<file path="src/rtl/sipo_rx.sv">
// Serial-in, parallel-out receiver: assembles WIDTH qualified bits into a word
// held on a registered valid/ready output, with sticky overrun and framing flags.
module sipo_rx #(
  parameter int WIDTH     = 4,
  parameter bit MSB_FIRST = 1'b1
) (
  input  logic             clk,
  input  logic             rst,
  input  logic             sin,
  input  logic             sin_en,
  input  logic             frame,
  input  logic             clear,
  output logic [WIDTH-1:0] dout,
  output logic             dout_valid,
  input  logic             dout_ready,
  output logic             busy,
  output logic             overrun,
  output logic             frame_err
);

  localparam int CW = $clog2(WIDTH + 1);
  localparam logic [CW-1:0] CNT_ONE  = CW'(1);
  localparam logic [CW-1:0] CNT_FULL = CW'(WIDTH);

  typedef enum logic {IDLE = 1'b0, RECV = 1'b1} state_t;

  logic [WIDTH-1:0] shift_r;
  logic [CW-1:0]    cnt_r;
  logic [WIDTH-1:0] dout_r;
  logic             dout_valid_r;
  logic             busy_r;
  logic             overrun_r;
  logic             frame_err_r;

  state_t           state_s;
  logic             restart_s;
  logic [WIDTH-1:0] base_s;
  logic [WIDTH-1:0] word_s;
  logic [CW-1:0]    cnt_inc_s;
  logic [WIDTH-1:0] shift_nxt_s;
  logic [CW-1:0]    cnt_nxt_s;
  logic             word_done_s;
  logic             frame_evt_s;
  logic             load_s;
  logic             consume_s;
  logic             ovr_evt_s;

  function automatic logic [WIDTH-1:0] shift_in(input logic [WIDTH-1:0] base, input logic b);
    if (MSB_FIRST) begin
      shift_in = {base[WIDTH-2:0], b};
    end else begin
      shift_in = {b, base[WIDTH-1:1]};
    end
  endfunction

  assign state_s = (cnt_r == {CW{1'b0}}) ? IDLE : RECV;

  // Next shift/count state; a frame marker mid-word or an idle start begins from an empty word.
  always_comb begin
    shift_nxt_s = shift_r;
    cnt_nxt_s   = cnt_r;
    word_done_s = 1'b0;
    frame_evt_s = 1'b0;
    restart_s   = 1'b0;
    case (state_s)
      IDLE:    restart_s = 1'b1;
      RECV:    restart_s = frame;
      default: restart_s = 1'b1;
    endcase
    base_s    = restart_s ? {WIDTH{1'b0}} : shift_r;
    word_s    = shift_in(base_s, sin);
    cnt_inc_s = restart_s ? CNT_ONE : (cnt_r + CNT_ONE);
    if (sin_en) begin
      frame_evt_s = (state_s == RECV) && frame;
      shift_nxt_s = word_s;
      if (cnt_inc_s == CNT_FULL) begin
        word_done_s = 1'b1;
        cnt_nxt_s   = {CW{1'b0}};
      end else begin
        cnt_nxt_s   = cnt_inc_s;
      end
    end else begin
      shift_nxt_s = shift_r;
    end
  end

  assign consume_s = dout_valid_r & dout_ready;
  assign load_s    = word_done_s & (~dout_valid_r | dout_ready);
  assign ovr_evt_s = word_done_s & dout_valid_r & ~dout_ready;

  // Receive state, holding register and sticky flags (a new error wins over clear).
  always_ff @(posedge clk or posedge rst) begin
    if (rst) begin
      shift_r      <= {WIDTH{1'b0}};
      cnt_r        <= {CW{1'b0}};
      dout_r       <= {WIDTH{1'b0}};
      dout_valid_r <= 1'b0;
      busy_r       <= 1'b0;
      overrun_r    <= 1'b0;
      frame_err_r  <= 1'b0;
    end else begin
      shift_r   <= shift_nxt_s;
      cnt_r     <= cnt_nxt_s;
      busy_r    <= (cnt_nxt_s != {CW{1'b0}});
      if (load_s) begin
        dout_r       <= word_s;
        dout_valid_r <= 1'b1;
      end else if (consume_s) begin
        dout_valid_r <= 1'b0;
      end
      overrun_r   <= ovr_evt_s   | (overrun_r   & ~clear);
      frame_err_r <= frame_evt_s | (frame_err_r & ~clear);
    end
  end

  assign dout       = dout_r;
  assign dout_valid = dout_valid_r;
  assign busy       = busy_r;
  assign overrun    = overrun_r;
  assign frame_err  = frame_err_r;

endmodule

</file>
<file path="config.mk">
export PLATFORM = sky130hd
export DESIGN_NAME = sipo_rx
export DESIGN_NICKNAME = d
export VERILOG_FILES = /design/src/rtl/sipo_rx.sv
export SDC_FILE = /design/constraint.sdc
export NUM_CORES = 1
export LEC_CHECK = 0
export ABC_AREA = 1
export CAP_MARGIN = 10
export CORE_AREA = 2 2 42 44
export DETAILED_ROUTE_END_ITERATION = 8
export DIE_AREA = 0 0 44 46
export PLACE_DENSITY = 0.71
export SYNTH_ARGS = -nofsm -noshare
export SYNTH_HDL_FRONTEND = slang
export SYNTH_SLANG_ARGS = --single-unit
</file>
<file path="constraint.sdc">
create_clock -name clk -period 1.7 [get_ports clk]
set_clock_uncertainty 0.15 [all_clocks]
set_input_delay 0.34 -clock clk [delete_from_list [all_inputs] [get_ports clk]]
set_output_delay 0.34 -clock clk [all_outputs]
set_load 0.005 [all_outputs]
</file>
==> results of run 1 <==
==> power groups by stage <==
stage	Combinational (mW)	Clock, mW	Sequential (mW)
6_report	0.215	0.235	0.390
5_1_grt	0.241	0.251	0.393
4_1_cts	0.219	0.242	0.391
3_5_place_dp	0.217	0	0.398
3_3_place_gp	0.211	0	0.396
2_1_floorplan	0.116	0	0.401
==> worst min-delay path, stage by stage <==
cell and delay, ns:
clkdlybuf4s50_1 0.39, inv_1 0.05, buf_4 0.21
==> area by class of cell <==
type | count | area (um2)
Fill cell | 155 | 699
Sequential cell | 14 | 350
Multi-Input combinational cell | 49 | 277
Timing Repair Buffer | 18 | 170
Inverter | 16 | 60.1
Clock buffer | 4 | 36.3
Tap cell | 17 | 21.3
==> layout by cell type (no fill, tap or decap) <==
cell | Yosys | routed
nor2_2 | 1 | 1
clkdlybuf4s50_1 | 0 | 14
clkbuf_8 | 0 | 1
o21ai_1 | 3 | 3
o22ai_2 | 1 | 1
o21ai_0 | 2 | 2
nand2_2 | 1 | 1
nor2_4 | 1 | 1
or2_0 | 1 | 1
or2_1 | 1 | 1
nand2_1 | 19 | 19
inv_2 | 1 | 1
nor2_1 | 6 | 6
buf_4 | 0 | 4
nand3_2 | 3 | 3
clkbuf_4 | 0 | 3
clkinv_1 | 1 | 1
a21oi_1 | 1 | 1
nand4_2 | 1 | 1
dfrtp_1 | 14 | 14
ha_1 | 2 | 2
nand3_1 | 5 | 5
nand2_4 | 1 | 1
inv_1 | 14 | 14
==> state kept, by name, indices dropped and copies added, names as in the netlist <==
register and count:
shift_r 3, cnt_r 3, overrun 1, dout_valid 1
busy 1, frame_err 1, dout 4
==> cells by family after synthesis <==
kind of cell | count (synthesis) | share of synthesized area [%]
buffers and inverters | 18 | 10.1
AOI/OAI and AO/OA | 7 | 6.10
DFF | 14 | 50.3
and+or+nand+nor | 40 | 30.0
adders and majority gates | 2 | 3.59
==> metrics by stage <==
| step | area [um2] | hold slack (ns) |
|---|---|---|
| finish | 915 | 0.199 |
| global route | 915 | 0.222 |
| CTS | 915 | 0.207 |
| detailed placement | 878 | 0.320 |
| global placement | 878 | 0.308 |
| floorplan | 697 | 0.0792 |
==> layer usage <==
metal | global-route usage [%] | vias up | part of all wire [%]
met5 | 0 | - | 0
met3 | 2.78 | 5 | 5.0
met4 | 10.9 | 0 | 2.9
li1 | - | 288 | -
met1 | 19.4 | 236 | 46
met2 | 23.2 | 14 | 46
==> worst max-delay path by stage <==
stage / to / slack, ns / depth (start not counted) / start
floorplan: busy / 0.21 / 6 / cnt_r[0]
global placement: dout[3] / 0.05 / 5 / dout_ready
detailed placement: dout[0] / 0.009 / 5 / dout_ready
CTS: dout[2] / 0.07 / 1 / dout[2]
global route: busy / 0.02 / 6 / cnt_r[1]
finish: dout[2] / 0.08 / 1 / dout[2]
==> flow_summary.json, run 1 <==
{
  "drt-pass1-iter-count": 4,
  "hpwl_um": 1010,
  "grt_pass1_vias": 526,
  "fin_cells": 118,
  "routed_wl_um": 1240,
  "ff2ff_setup_slack_ns": 0.17,
  "syn-instance-count": 81,
  "drt_iter0_drc": 2,
  "numCtsBuffers": 3,
  "grt_max_degree": 15,
  "syn-num-nets": 90,
  "clockBufferDepth": 2,
  "finalPower_mw": 0.839,
  "start_util_pct": 43.2,
  "insertion_delay_ns": 0.28,
  "reg2reg_to": "dout[1]",
  "endpoint_kind": "output port",
  "num_antenna_cells": 0,
  "postRouteAntennaNets": 0,
  "cts_resized": 0,
  "startpoint_type": "flip-flop",
  "fin_util_pct": 56.7,
  "p_sw_mw": 0.229,
  "p_int_mw": 0.610,
  "die_w_um": 44,
  "num_rows": 15,
  "synth_edf_count": 0,
  "drive_gt1_share_pct": 17.8,
  "h-tree-depth": 1,
  "yosysMostFrequentCell": "nand2_1",
  "syn_area_per_cell_um2": 8.60,
  "arrival_ns": 1.13,
  "via_count": 543,
  "ys_warn_count": 0,
  "nNetsFinal": 111,
  "finalSetupTns_ns": 0,
  "numPlacedInstances": 114,
  "fin_crit_ns": 1.62,
  "cellLeakagePower_nw": 0.469,
  "synth_ff_type": "dfrtp_1",
  "final_max_slew_viol_count": 0,
  "core_um2": 1610,
  "place.gp.congestion": 0.774,
  "seqPwrFrac_pct": 46.4,
  "yosys.area.top_type": "dfrtp_1",
  "fmax_ghz": 0.616,
  "cts_setup_buffers": 0,
  "pre_cts_ws_ns": 0.00920,
  "setup_viol": 0,
  "die_area_um2": 2020,
  "vdd_drop_max_mv": 0.744,
  "rsz0062_at_grt": "no",
  "detail_route.vias_per_cell": 4.60,
  "die_h_um": 46,
  "min_period_over_period_pct": 95.4,
  "synth_cell_type_count": 21,
  "overflow": 0,
  "r2r-start": "cnt_r[0]",
  "cts_sinks": 14,
  "p_comb_share_pct": 25.6,
  "fin_ws_ns": 0.0775,
  "syn_area_um2": 697,
  "slowest_delay_ns": 0.50,
  "root_buffer": "clkbuf_4",
  "crit_type": "reg2out",
  "syn_to_final_growth_pct": 31.2,
  "worst_pin_slew_ns": 0.372,
  "yosysSeqAreaShare_pct": 50.3,
  "swShare_pct": 27.3,
  "clkPwrFrac_pct": 28.0,
  "critical_path.slowest_cell": "clkdlybuf4s50_1",
  "synth_common_cells": "nand2_1 (19), dfrtp_1 (14), inv_1 (14)",
  "clkTransAtPathRegs_ns": 0.08,
  "path_buf_inv": 1,
  "synth_top_area_share_pct": 50.3,
  "outcome": "finished, final reports clean",
  "cts_tree": "built",
  "wl_per_cell_um": 10.5,
  "io_pins": 15,
  "slew_headroom_pct": 75.2,
  "synth.ff_latch_count": 14,
  "grt_use_total_pct": 15.2,
  "synth_top_cells_by_area": "dfrtp_1 (50%), nand2_1 (10%), inv_1 (7.5%), nand3_2 (4.3%), ha_1 (3.6%)",
  "drcViolationCount": 0,
  "cts_hold_buf": 0,
  "rr_worst_depth": 8,
  "synth-async-reset-ratio_pct": 100,
  "crit_fanout": 2,
  "power_density_nw_per_um2": 918,
  "antenna_found_initial": 0,
  "cap_violations": 0,
  "hold_viol": 0,
  "cp_data_required_time_ns": 1.21,
  "crit_family": "buffers and inverters",
  "grt_pass1_wl_um": 2150,
  "hold_class": "in2async",
  "port_buffers": 14,
  "crit_chain": "clkdlybuf4s50_1"
}
Power figures use the tool's default switching activity.
==> run 2, diff against run 1 <==
--- a/config.mk
+++ b/config.mk
@@ -7,10 +7,10 @@
 export LEC_CHECK = 0
 export ABC_AREA = 1
 export CAP_MARGIN = 10
-export CORE_AREA = 2 2 42 44
+export CORE_AREA = 2 2 40 42
 export DETAILED_ROUTE_END_ITERATION = 8
-export DIE_AREA = 0 0 44 46
-export PLACE_DENSITY = 0.71
+export DIE_AREA = 0 0 42 44
+export PLACE_DENSITY = 0.77
 export SYNTH_ARGS = -nofsm -noshare
 export SYNTH_HDL_FRONTEND = slang
 export SYNTH_SLANG_ARGS = --single-unit
==> constraint.sdc (replaced) <==
create_clock -name clk -period 2 [get_ports clk]
set_clock_uncertainty 0.15 [all_clocks]
set_input_delay 0.4 -clock clk [delete_from_list [all_inputs] [get_ports clk]]
set_output_delay 0.4 -clock clk [all_outputs]
set_load 0.005 [all_outputs]
==> run 2 against run 1 <==
  * Die area down 8.7%
  * Worst setup slack better by 0.23 ns
  * Register-to-register slack better by 0.20 ns
  * Flip-flop and latch count unchanged
  * Sequential power down 14%
  * Critical path depth unchanged
  * Core utilization up 6.1 points
  * Global-route usage up 2.2 points
  * Combinational power down 19%
  * Clock-buffer cell count unchanged
  * Final cell count down 3.4%
  * Highest routed layer unchanged
==> flow_summary.json, run 2 (synthesis results as in run 1) <==
{
  "cts_setup_buffers": 0,
  "critical_path.slowest_cell": "clkdlybuf4s50_1",
  "final_common_cell": "nand2_1",
  "clkTransAtPathRegs_ns": 0.09,
  "io_pins": 15,
  "r2r-start": "cnt_r[0]",
  "startpoint_type": "flip-flop",
  "drive_gt1_share_pct": 15.3,
  "port_buffers": 14,
  "clkPwrFrac_pct": 28.7,
  "slowest_delay_ns": 0.50,
  "nFillCells": 114,
  "insertion_delay_ns": 0.29,
  "vdd_drop_max_mv": 0.470,
  "postRouteAntennaNets": 0,
  "crit_type": "reg2out",
  "pre_cts_ws_ns": 0.220,
  "crit_chain": "clkdlybuf4s50_1",
  "reg2reg_to": "busy",
  "mostFrequentLayoutCells": "nand2_1 (19), inv_1 (14), dfrtp_1 (14), clkdlybuf4s50_1 (14), nor2_1 (6)",
  "largest_reg_flops": 4,
  "core_um2": 1420,
  "min_period_over_period_pct": 84.7,
  "cts_hold_buf": 0,
  "worst_pin_slew_ns": 0.524,
  "cellLeakagePower_nw": 0.454,
  "numCtsBuffers": 3,
  "routed_wl_um": 1300,
  "swShare_pct": 28.2,
  "ff2ff_setup_slack_ns": 0.37,
  "die_w_um": 42,
  "drcViolationCount": 0,
  "outcome": "finished, final reports clean",
  "die_h_um": 44,
  "hpwl_um": 1020,
  "die_area_um2": 1850,
  "grt_use_total_pct": 17.5,
  "h-tree-depth": 1,
  "arrival_ns": 1.14,
  "nNetsFinal": 108,
  "cts_resized": 0,
  "final_max_slew_viol_count": 0,
  "antenna_found_initial": 0,
  "endpoint_kind": "output port",
  "grt_pass1_wl_um": 2340,
  "p_int_mw": 0.513,
  "power_density_nw_per_um2": 803,
  "finalSetupTns_ns": 0,
  "root_buffer": "clkbuf_4",
  "drt-pass1-iter-count": 2,
  "cts_sinks": 14,
  "place.gp.congestion": 0.733,
  "crit_family": "buffers and inverters",
  "grt_pass1_vias": 553,
  "overflow": 0,
  "hold_viol": 0,
  "p_sw_mw": 0.202,
  "slew_headroom_pct": 65.0,
  "drt_iter0_drc": 10,
  "fmax_ghz": 0.590,
  "syn_to_final_growth_pct": 27.8,
  "via_count": 553,
  "p_comb_share_pct": 24.5,
  "fin_crit_ns": 1.69,
  "clockBufferDepth": 2,
  "rsz0062_at_grt": "no",
  "wl_per_cell_um": 11.4,
  "detail_route.vias_per_cell": 4.85,
  "fin_ws_ns": 0.305,
  "num_antenna_cells": 0,
  "cp_data_required_time_ns": 1.45,
  "hold_class": "in2async",
  "path_buf_inv": 1,
  "cts_tree": "built",
  "setup_viol": 0,
  "cap_violations": 0,
  "seqPwrFrac_pct": 46.8,
  "grt_max_degree": 15,
  "crit_fanout": 2,
  "num_rows": 14,
  "start_util_pct": 49.1,
  "rr_worst_depth": 6
}
-- run 2: through the flow --
| step | hold slack [ns] | total power, mW | cell area [um2] | instances | util (%) |
|---|---|---|---|---|---|
| after floorplan | 0.139 | 0.439 | 697 | 81 | - |
| after global placement | 0.304 | 0.510 | 855 | 110 | 60.2 |
| after detailed placement | 0.316 | 0.518 | 855 | 110 | 60.2 |
| after CTS | 0.323 | 0.724 | 891 | 114 | 62.8 |
| after global routing | 0.356 | 0.757 | 891 | 114 | 62.8 |
| final | 0.292 | 0.716 | 891 | 114 | 62.8 |
-- run 2: layout make-up --
type | instances | area, um2 | share of cell area (%)
sequential | 14 | 350 | 39.3
multi-input combinational | 49 | 277 | 31.0
timing repair buffer | 15 | 148 | 16.6
inverter | 16 | 60.1 | 6.74
clock buffer | 4 | 36.3 | 4.07
tap | 16 | 20.0 | 2.25
-- run 2: per-layer routing --
layer  global-route usage, %  vias up  part of all wire [%]
met5                       0        -                     0
met4                    11.6        0                   2.7
li1                        -      279                     -
met3                    2.92        5                   3.8
met2                    30.0       11                    50
met1                    20.1      258                    43
-- run 2: worst max path at each step --
stage	start	to	slack, ns	cells after the start
final	overrun	overrun	0.31	1
after global routing	cnt_r[0]	dout[2]	0.24	7
after CTS	overrun	overrun	0.29	1
after detailed placement	dout_ready	dout[3]	0.22	5
after global placement	dout_ready	dout[1]	0.25	5
after floorplan	cnt_r[0]	busy	0.51	6
-- run 2: worst reg2reg max path: stages, from the launching register on --
cell     delay (ns)
dfrtp_1        0.44
inv_1          0.08
ha_1           0.34
inv_1          0.08
nand4_2        0.15
a21oi_1        0.21
nand2_1        0.07
-- run 2: power by group through the flow --
stage | logic (mW) | clock network (mW) | registers, mW
final | 0.175 | 0.206 | 0.335
after global routing | 0.194 | 0.224 | 0.339
after CTS | 0.177 | 0.211 | 0.336
after detailed placement | 0.177 | 0 | 0.342
after global placement | 0.171 | 0 | 0.338
after floorplan | 0.0986 | 0 | 0.341
